`src/rtl/dmem_arb_pkg.sv`:
```
// Shared constants for the data-memory arbiter and MEM-stage glue.
// Owner tags, default widths and load/store opcodes.
package dmem_arb_pkg;

  localparam int DEF_AW = 8;
  localparam int DEF_DW = 16;

  typedef enum logic {
    OWN_CORE = 1'b0,
    OWN_DBG  = 1'b1
  } owner_e;

  localparam logic [6:0] OP_LOAD  = 7'b0000011;
  localparam logic [6:0] OP_STORE = 7'b0100011;

endpackage

```
`src/rtl/dmem_arb_wait_ctr.sv`:
```
// Saturating count of cycles the dbg port has lost arbitration.
// sat_o flags that the dbg port must win its next request.
module dmem_arb_wait_ctr #(
  parameter int WCW      = 3,
  parameter int MAX_WAIT = 4
) (
  input  logic clock,
  input  logic reset,
  input  logic clr_i,
  input  logic inc_i,
  output logic sat_o
);

  localparam logic [WCW-1:0] MAXV = WCW'(MAX_WAIT);

  logic [WCW-1:0] cnt_q, cnt_d;

  always_comb begin
    cnt_d = cnt_q;
    if (clr_i)
      cnt_d = '0;
    else if (inc_i && (cnt_q < MAXV))
      cnt_d = cnt_q + WCW'(1);
  end

  always_ff @(posedge clock) begin
    if (reset)
      cnt_q <= '0;
    else
      cnt_q <= cnt_d;
  end

  assign sat_o = (cnt_q >= MAXV);

endmodule

```
`src/rtl/dmem_arbiter.sv`:
```
// Core/debug arbiter for the single-port data memory.
// Define DMEM_ARB_STATS_EN to add grant/stall statistics counters.
module dmem_arbiter
  import dmem_arb_pkg::*;
#(
  parameter int AW       = DEF_AW,
  parameter int DW       = DEF_DW,
  parameter int MAX_WAIT = 4,
  parameter int WCW      = 3
) (
  input  logic          clock,
  input  logic          reset,
  input  logic          core_req,
  input  logic          core_we,
  input  logic [AW-1:0] core_addr,
  input  logic [DW-1:0] core_wdata,
  output logic          core_gnt,
  output logic          core_rvalid,
  output logic [DW-1:0] core_rdata,
  output logic          core_stall,
  input  logic          dbg_req,
  input  logic          dbg_we,
  input  logic [AW-1:0] dbg_addr,
  input  logic [DW-1:0] dbg_wdata,
  output logic          dbg_gnt,
  output logic          dbg_rvalid,
  output logic [DW-1:0] dbg_rdata,
  output logic          mem_en,
  output logic          mem_we,
  output logic [AW-1:0] mem_addr,
  output logic [DW-1:0] mem_wdata,
  input  logic [DW-1:0] mem_rdata
`ifdef DMEM_ARB_STATS_EN
  ,
  output logic [15:0]   core_grant_cnt,
  output logic [15:0]   dbg_grant_cnt,
  output logic [15:0]   stall_cnt
`endif
);

  logic   wait_sat;
  logic   rd_valid_q, rd_valid_d;
  owner_e rd_owner_q, rd_owner_d;

  // No grants while reset is high, even with requests pending.
  assign dbg_gnt  = ~reset & dbg_req & (~core_req | wait_sat);
  assign core_gnt = ~reset & core_req & ~dbg_gnt;

  assign core_stall = core_req & ~core_gnt;
  assign mem_en     = core_gnt | dbg_gnt;

  always_comb begin
    mem_we    = 1'b0;
    mem_addr  = '0;
    mem_wdata = '0;
    unique case (1'b1)
      core_gnt: begin
        mem_we    = core_we;
        mem_addr  = core_addr;
        mem_wdata = core_wdata;
      end
      dbg_gnt: begin
        mem_we    = dbg_we;
        mem_addr  = dbg_addr;
        mem_wdata = dbg_wdata;
      end
      default: ;
    endcase
  end

  dmem_arb_wait_ctr #(
    .WCW      (WCW),
    .MAX_WAIT (MAX_WAIT)
  ) u_wait (
    .clock (clock),
    .reset (reset),
    .clr_i (dbg_gnt),
    .inc_i (dbg_req & ~dbg_gnt),
    .sat_o (wait_sat)
  );

  always_comb begin
    rd_valid_d = mem_en & ~mem_we;
    rd_owner_d = dbg_gnt ? OWN_DBG : OWN_CORE;
  end

  always_ff @(posedge clock) begin
    if (reset) begin
      rd_valid_q <= 1'b0;
      rd_owner_q <= OWN_CORE;
    end else begin
      rd_valid_q <= rd_valid_d;
      rd_owner_q <= rd_owner_d;
    end
  end

  // A read in flight when reset rises is dropped.
  assign core_rvalid = ~reset & rd_valid_q & (rd_owner_q == OWN_CORE);
  assign dbg_rvalid  = ~reset & rd_valid_q & (rd_owner_q == OWN_DBG);
  assign core_rdata  = core_rvalid ? mem_rdata : '0;
  assign dbg_rdata   = dbg_rvalid  ? mem_rdata : '0;

`ifdef DMEM_ARB_STATS_EN
  logic [15:0] cg_cnt_q, dg_cnt_q, st_cnt_q;

  always_ff @(posedge clock) begin
    if (reset) begin
      cg_cnt_q <= '0;
      dg_cnt_q <= '0;
      st_cnt_q <= '0;
    end else begin
      if (core_gnt && (cg_cnt_q != '1))
        cg_cnt_q <= cg_cnt_q + 16'd1;
      if (dbg_gnt && (dg_cnt_q != '1))
        dg_cnt_q <= dg_cnt_q + 16'd1;
      if (core_stall && (st_cnt_q != '1))
        st_cnt_q <= st_cnt_q + 16'd1;
    end
  end

  assign core_grant_cnt = cg_cnt_q;
  assign dbg_grant_cnt  = dg_cnt_q;
  assign stall_cnt      = st_cnt_q;
`endif

endmodule

```
`config.mk`:
```
export PLATFORM = sky130hd
export DESIGN_NAME = dmem_arbiter
export DESIGN_NICKNAME = d
export VERILOG_FILES = /design/src/rtl/dmem_arb_pkg.sv /design/src/rtl/dmem_arb_wait_ctr.sv /design/src/rtl/dmem_arbiter.sv
export SDC_FILE = /design/constraint.sdc
export NUM_CORES = 1
export LEC_CHECK = 0
export CORE_AREA = 2 2 68 70
export CTS_BUF_LIST = sky130_fd_sc_hd__clkbuf_16
export DETAILED_ROUTE_END_ITERATION = 7
export DIE_AREA = 0 0 70 72
export PLACE_DENSITY = 0.84
export SLEW_MARGIN = 30
export SYNTH_ARGS = -nofsm -noshare
export SYNTH_HDL_FRONTEND = slang
export SYNTH_SLANG_ARGS = --single-unit
```
`constraint.sdc`:
```
create_clock -name clock -period 2 [get_ports clock]
set_input_delay 0.3 -clock clock [delete_from_list [all_inputs] [get_ports clock]]
set_output_delay 0.3 -clock clock [all_outputs]
set_load 0.005 [all_outputs]
```
==> results of run 1 <==
## state kept, by name (all words and copies together), names as in the netlist
register / flops
rd_owner_q: 1
rd_valid_q: 1
u_wait.cnt_q: 3
## stage by stage
step | utilization | total power [mW] | setup TNS [ns]
final | 0.703 | 0.875 | 0
after detailed placement | 0.652 | 0.547 | -16.59
after CTS | 0.689 | 0.887 | 0
after global routing | 0.703 | 0.926 | 0
after floorplan | - | 0.293 | 0
after global placement | 0.652 | 0.541 | -15.70
## power groups by stage
stage / clock (mW) / combinational (mW) / sequential, mW
2_1_floorplan: 0 / 0.186 / 0.107
3_3_place_gp: 0 / 0.433 / 0.108
3_5_place_dp: 0 / 0.439 / 0.108
4_1_cts: 0.336 / 0.445 / 0.107
5_1_grt: 0.346 / 0.473 / 0.107
6_report: 0.328 / 0.440 / 0.107
## repair_timing
item                                    4_1_cts  5_1_grt
resized for setup                            36       20
setup buffers                                 1        2
endpoints found under the setup margin       63       17
gates cloned                                  3        0
pin swaps                                     1        1
## synth_stat cells (2+ instances only)
library cell  number
clkbuf_1           4
buf_2              2
nand2b_2           3
nor3_1             2
buf_6              7
o32ai_2           19
and2_1            32
nor2b_1            2
a21oi_1            4
dfxtp_1            5
nand4b_1           2
o32ai_1            6
buf_4              2
or2b_1             4
nor2_1             2
or2b_2             8
nand2b_1          38
buf_12             2
## per-layer routing
layer | vias up | GRT usage | wire, microns
li1 | 820 | - | -
met1 | 747 | 0.195 | 1840
met2 | 103 | 0.353 | 2390
met3 | 6 | 0.0681 | 484
met4 | 0 | 0.0427 | 57
met5 | - | 0 | 0
## final timing paths
kind | cells after the start | slack, ns | to | startpoint
setup / recovery | 7 | 0.06 | core_rdata[11] | reset
hold / removal | 2 | 0.49 | u_wait.cnt_q[1] | u_wait.cnt_q[1]
setup reg to reg | 3 | 1.07 | rd_valid_q | u_wait.cnt_q[2]
hold reg to reg | 2 | 0.49 | u_wait.cnt_q[1] | u_wait.cnt_q[1]
## layout make-up
class,count,area (sq um),area share
Tap cell,52,65.1,0.0217
Multi-Input combinational cell,131,1120,0.372
Inverter,1,3.75,0.00125
Sequential cell,5,101,0.0338
Clock buffer,3,75.1,0.0251
Clock inverter,1,3.75,0.00125
Timing Repair Buffer,152,1630,0.544
## placed cells by master (no fill, tap or decap), drive strengths merged, types with 2 or more instances in the layout
| cell | count |
|---|---|
| or2 | 2 |
| nor2b | 2 |
| dlymetal6s2s | 15 |
| nor3 | 2 |
| clkbuf | 3 |
| clkdlybuf4s50 | 89 |
| dfxtp | 5 |
| o32ai | 26 |
| buf | 19 |
| nand4b | 2 |
| inv | 2 |
| a21oi | 4 |
| or2b | 12 |
| nand2b | 41 |
| dlygate4sd2 | 26 |
| bufbuf | 2 |
| nor2 | 3 |
| and2 | 32 |
## cell families after synthesis
family / after synthesis / synth area share
simple gates: 99 / 0.484
compound gates: 31 / 0.303
fa+ha+maj: 1 / 0.00904
buf+inv: 20 / 0.132
flops: 5 / 0.0723
## critical path, stage by stage
cell	delay, ns
buf_2	0.14
buf_12	0.15
nor3b_4	0.21
buf_6	0.13
buf_12	0.10
and2_1	0.11
clkdlybuf4s50_1	0.49
==> flow_metrics.env, run 1 <==
export IMPL_worstPathRequired_ns=1.70
export IMPL_root_buffer="clkbuf_16"
export IMPL_cellInternalPower_mw=0.657
export IMPL_cts_tree="done"
export IMPL_fill_cells=342
export IMPL_die_w_microns=70
export IMPL_area_growth_pct=117
export IMPL_design_portCount=133
export IMPL_antenna_cells=0
export IMPL_synth_edf_count=0
export IMPL_drc=0
export IMPL_status="finished clean"
export IMPL_clkTransAtPathRegs_ns=0.03
export IMPL_place_hpwl_microns=3520
export IMPL_fp_dieH_microns=72
export IMPL_start_util=0.325
export IMPL_path_class="primary input to primary output"
export IMPL_layout_min_cycle_time_ns=1.94
export IMPL_worst_pin_slew_ns=0.270
export IMPL_place_inst=335
export IMPL_syn_nets=227
export IMPL_setup_ws_ns=0.0632
export IMPL_netlist_instances=156
export IMPL_hold_slack_ns=0.486
export IMPL_slew_viol_final=0
export IMPL_relSlewSlack=0.820
export IMPL_switching_share=0.249
export IMPL_drtIter0Drc=28
export IMPL_htree_levels=1
export IMPL_async_flop_share=0
export IMPL_grt_antenna_before_repair=0
export IMPL_combPwrFrac=0.503
export IMPL_cp_arrival_ns=1.64
export IMPL_startpoint_type="primary input"
export IMPL_leakage_nw=1.46
export IMPL_ys_ff_latch=5
export IMPL_yosys_warnings=0
export IMPL_netlist_area_sq_um=1380
export IMPL_synth_flop_cell="dfxtp_1"
export IMPL_worstHoldPathType="flop to flop"
export IMPL_pre_cts_ws_ns=-0.340
export IMPL_switching_power_mw=0.218
export IMPL_period_share=0.968
export IMPL_dr_pass1_iters=4
export IMPL_vias=1676
export IMPL_ant_nets=0
export IMPL_grt_pass1_wl_microns=7750
export IMPL_placed_area_sq_um=2780
export IMPL_rsz0062_at_grt="false"
export IMPL_avgSynthCellArea_sq_um=8.87
export IMPL_track_usage=0.186
export IMPL_coreArea_sq_um=4260
export IMPL_routedWlPerCell_microns=13.8
export IMPL_seq_power_share=0.122
export IMPL_grt_max_degree=30
export IMPL_synth_area_top_cells="o32ai_2, nand2b_1, and2_1, dfxtp_1, buf_6"
export IMPL_cts_buffer_depth=2
export IMPL_setup_viol=0
export IMPL_irDropWorstVdd_v=0.000272
export IMPL_hold_viol=0
export IMPL_power_density_nw_per_um2=292
export IMPL_clock_skew_ns=0.00255
export IMPL_numCtsBuffers=3
export IMPL_rows=24
export IMPL_power_frac_clock=0.375
export IMPL_final_area_sq_um=3000
export IMPL_maxCapViolations=0
export IMPL_yosysTopAreaCell="o32ai_2"
export IMPL_numPortBuffers=132
export IMPL_clk_latency_ns=0.23
export IMPL_fin_cells=345
export IMPL_wl_microns=4780
export IMPL_final_nets=365
export IMPL_worstSetupEndpointType="primary output"
export IMPL_grt_overflow=0
export IMPL_fmax_mhz=516
export IMPL_cts_hold_buf=0
export IMPL_synth_cell_types=30
export IMPL_cts_sinks=5
export IMPL_place_congestion=0.800
export IMPL_synth_top_cell_area_share=0.223
export IMPL_drive_above_1_share=0.215
export IMPL_cp_max_fo=15
export IMPL_grt_pass1_vias=1698
export IMPL_dieArea_sq_um=5040
export IMPL_via_per_inst=4.86
export IMPL_yosysSeqAreaShare=0.0723
No activity file was read; power rests on OpenSTA's default activity.
==> run 2, diff against run 1 <==
==> constraint.sdc (replaced) <==
create_clock -name clock -period 2 [get_ports clock]
set_input_delay 0.4 -clock clock [delete_from_list [all_inputs] [get_ports clock]]
set_output_delay 0.4 -clock clock [all_outputs]
set_load 0.005 [all_outputs]
==> flow_metrics.env, run 2 (synthesis gave the netlist of run 1 again) <==
export IMPL_dieArea_sq_um=5040
export IMPL_status="finished clean"
export IMPL_slowest_delay_ns=0.23
export IMPL_drtIter0Drc=18
export IMPL_setup_viol=0
export IMPL_period_share=0.984
export IMPL_irDropWorstVdd_v=0.000240
export IMPL_worst_pin_slew_ns=0.222
export IMPL_cp_arrival_ns=1.57
export IMPL_hp_start="u_wait.cnt_q[1]"
export IMPL_root_buffer="clkbuf_16"
export IMPL_r2r_end="rd_valid_q"
export IMPL_grt_pass1_vias=1764
export IMPL_start_util=0.325
export IMPL_cts_tree="done"
export IMPL_ant_nets=0
export IMPL_relSlewSlack=0.852
export IMPL_path_buf_inv=6
export IMPL_clk_latency_ns=0.23
export IMPL_grt_overflow=0
export IMPL_drive_above_1_share=0.253
export IMPL_critical_path_most_common_cell="buf_4"
export IMPL_largest_register_ffs=3
export IMPL_coreArea_sq_um=4260
export IMPL_fp_dieH_microns=72
export IMPL_via_per_inst=4.86
export IMPL_p_total_mw=0.882
export IMPL_power_density_nw_per_um2=292
export IMPL_rows=24
export IMPL_startpoint_type="primary input"
export IMPL_clock_skew_ns=0.000705
export IMPL_critPathTopFamily="buffers and inverters"
export IMPL_reg2reg_from="u_wait.cnt_q[2]"
export IMPL_place_congestion=0.831
export IMPL_worstHoldPathType="flop to flop"
export IMPL_grt_pass1_wl_microns=8050
export IMPL_cts_hold_buf=0
export IMPL_antenna_cells=0
export IMPL_maxCapViolations=0
export IMPL_worstSetupEndpointType="primary output"
export IMPL_slew_viol_final=0
export IMPL_layout_common_cells="clkdlybuf4s50_1, nand2b_1, dlygate4sd2_1"
export IMPL_drc=0
export IMPL_reg2reg_slack_ns=0.95
export IMPL_track_usage=0.194
export IMPL_htree_levels=1
export IMPL_cp_slowest_cell="dlygate4sd2_1"
export IMPL_leakage_nw=1.62
export IMPL_layout_min_cycle_time_ns=1.97
export IMPL_min_delay_path_depth=2
export IMPL_reg2regPathDepth=4
export IMPL_cts_sinks=5
export IMPL_numCtsBuffers=3
export IMPL_hold_viol=0
export IMPL_layout_cells_most_common="clkdlybuf4s50_1"
export IMPL_design_portCount=133
export IMPL_pre_cts_ws_ns=-0.493
export IMPL_dr_pass1_iters=4
export IMPL_area_growth_pct=118
export IMPL_fill_cells=340
export IMPL_path_class="primary input to primary output"
export IMPL_place_hpwl_microns=3590
export IMPL_largest_register="u_wait.cnt_q"
export IMPL_routedWlPerCell_microns=14.3
export IMPL_die_w_microns=70
export IMPL_final_nets=372
export IMPL_setup_ws_ns=0.0330
export IMPL_min_to="u_wait.cnt_q[1]"
export IMPL_cp_max_fo=4
export IMPL_top_regs="u_wait.cnt_q x3, rd_owner_q x1, rd_valid_q x1"
export IMPL_vias=1710
export IMPL_fmax_mhz=508
export IMPL_path_cells="buf_4 -> buf_12 -> nor3b_4 -> buf_6 -> buf_4 -> buf_4 -> and2_1 -> dlygate4sd2_1"
export IMPL_cts_buffer_depth=2
export IMPL_grt_antenna_before_repair=0
export IMPL_grt_max_degree=30
export IMPL_clkTransAtPathRegs_ns=0.04
export IMPL_wl_microns=5030
export IMPL_worstPathRequired_ns=1.60
export IMPL_numPortBuffers=132
-- run 2: worst max-delay path by stage --
stage | depth (start not counted) | from | to
after floorplan | 5 | dbg_req | mem_addr[0]
final | 8 | reset | core_rdata[5]
after CTS | 6 | reset | dbg_rdata[10]
after global placement | 6 | reset | dbg_rdata[4]
after global routing | 8 | reset | core_rdata[5]
after detailed placement | 6 | reset | dbg_rdata[10]
-- run 2: repair_timing --
item,in CTS,in global routing
buffers inserted,6,3
gates cloned,2,0
pin swaps,2,1
resized for setup,60,27
endpoints found under the hold margin,0,0
setup endpoints to repair,63,21
-- run 2: layout make-up --
| cell class | count | area [sq um] | share of cell area |
|---|---|---|---|
| Timing Repair Buffer | 159 | 1650 | 0.547 |
| Multi-Input combinational cell | 131 | 1120 | 0.370 |
| Sequential cell | 5 | 101 | 0.0336 |
| Clock buffer | 3 | 75.1 | 0.0249 |
| Tap cell | 52 | 65.1 | 0.0216 |
| Clock inverter | 1 | 5.00 | 0.00166 |
| Inverter | 1 | 3.75 | 0.00124 |
-- run 2: layer usage --
metal	track usage	share of wire	wire length [microns]
met1	0.209	0.38	1930
met2	0.378	0.50	2520
met3	0.0417	0.093	467
met4	0.0598	0.021	105
met5	0	0	0
-- run 2: worst reg2reg max path: stages (launching register included) --
cell and delay [ns]:
dfxtp_2 0.35, a21bo_4 0.24, buf_4 0.14, buf_12 0.14, o32ai_2 0.09
-- run 2: power breakdown --
group / switching [mW] / leakage (nW) / internal (mW) / total, mW
logic: 0.150 / 1.54 / 0.292 / 0.442
registers: 0.00258 / 0.0414 / 0.104 / 0.107
clock network: 0.0718 / 0.0409 / 0.262 / 0.334
-- run 2: metrics by stage --
| stage | hold slack [ns] | setup TNS (ns) | cells | util | cell area (sq um) |
|---|---|---|---|---|---|
| after floorplan | 0.451 | 0 | 156 | - | 1380 |
| after global placement | 0.464 | -27.08 | 337 | 0.655 | 2790 |
| after detailed placement | 0.489 | -27.54 | 337 | 0.655 | 2790 |
| after CTS | 0.489 | -0.697 | 349 | 0.690 | 2940 |
| after global routing | 0.508 | -0.0100 | 352 | 0.707 | 3020 |
| final | 0.491 | 0 | 352 | 0.707 | 3020 |
==> run 3, diff against run 2 <==
SLEW_MARGIN = unset   (was 30)
==> results of run 3 <==
Final layout, timing and power as in run 2 (identical DEF).
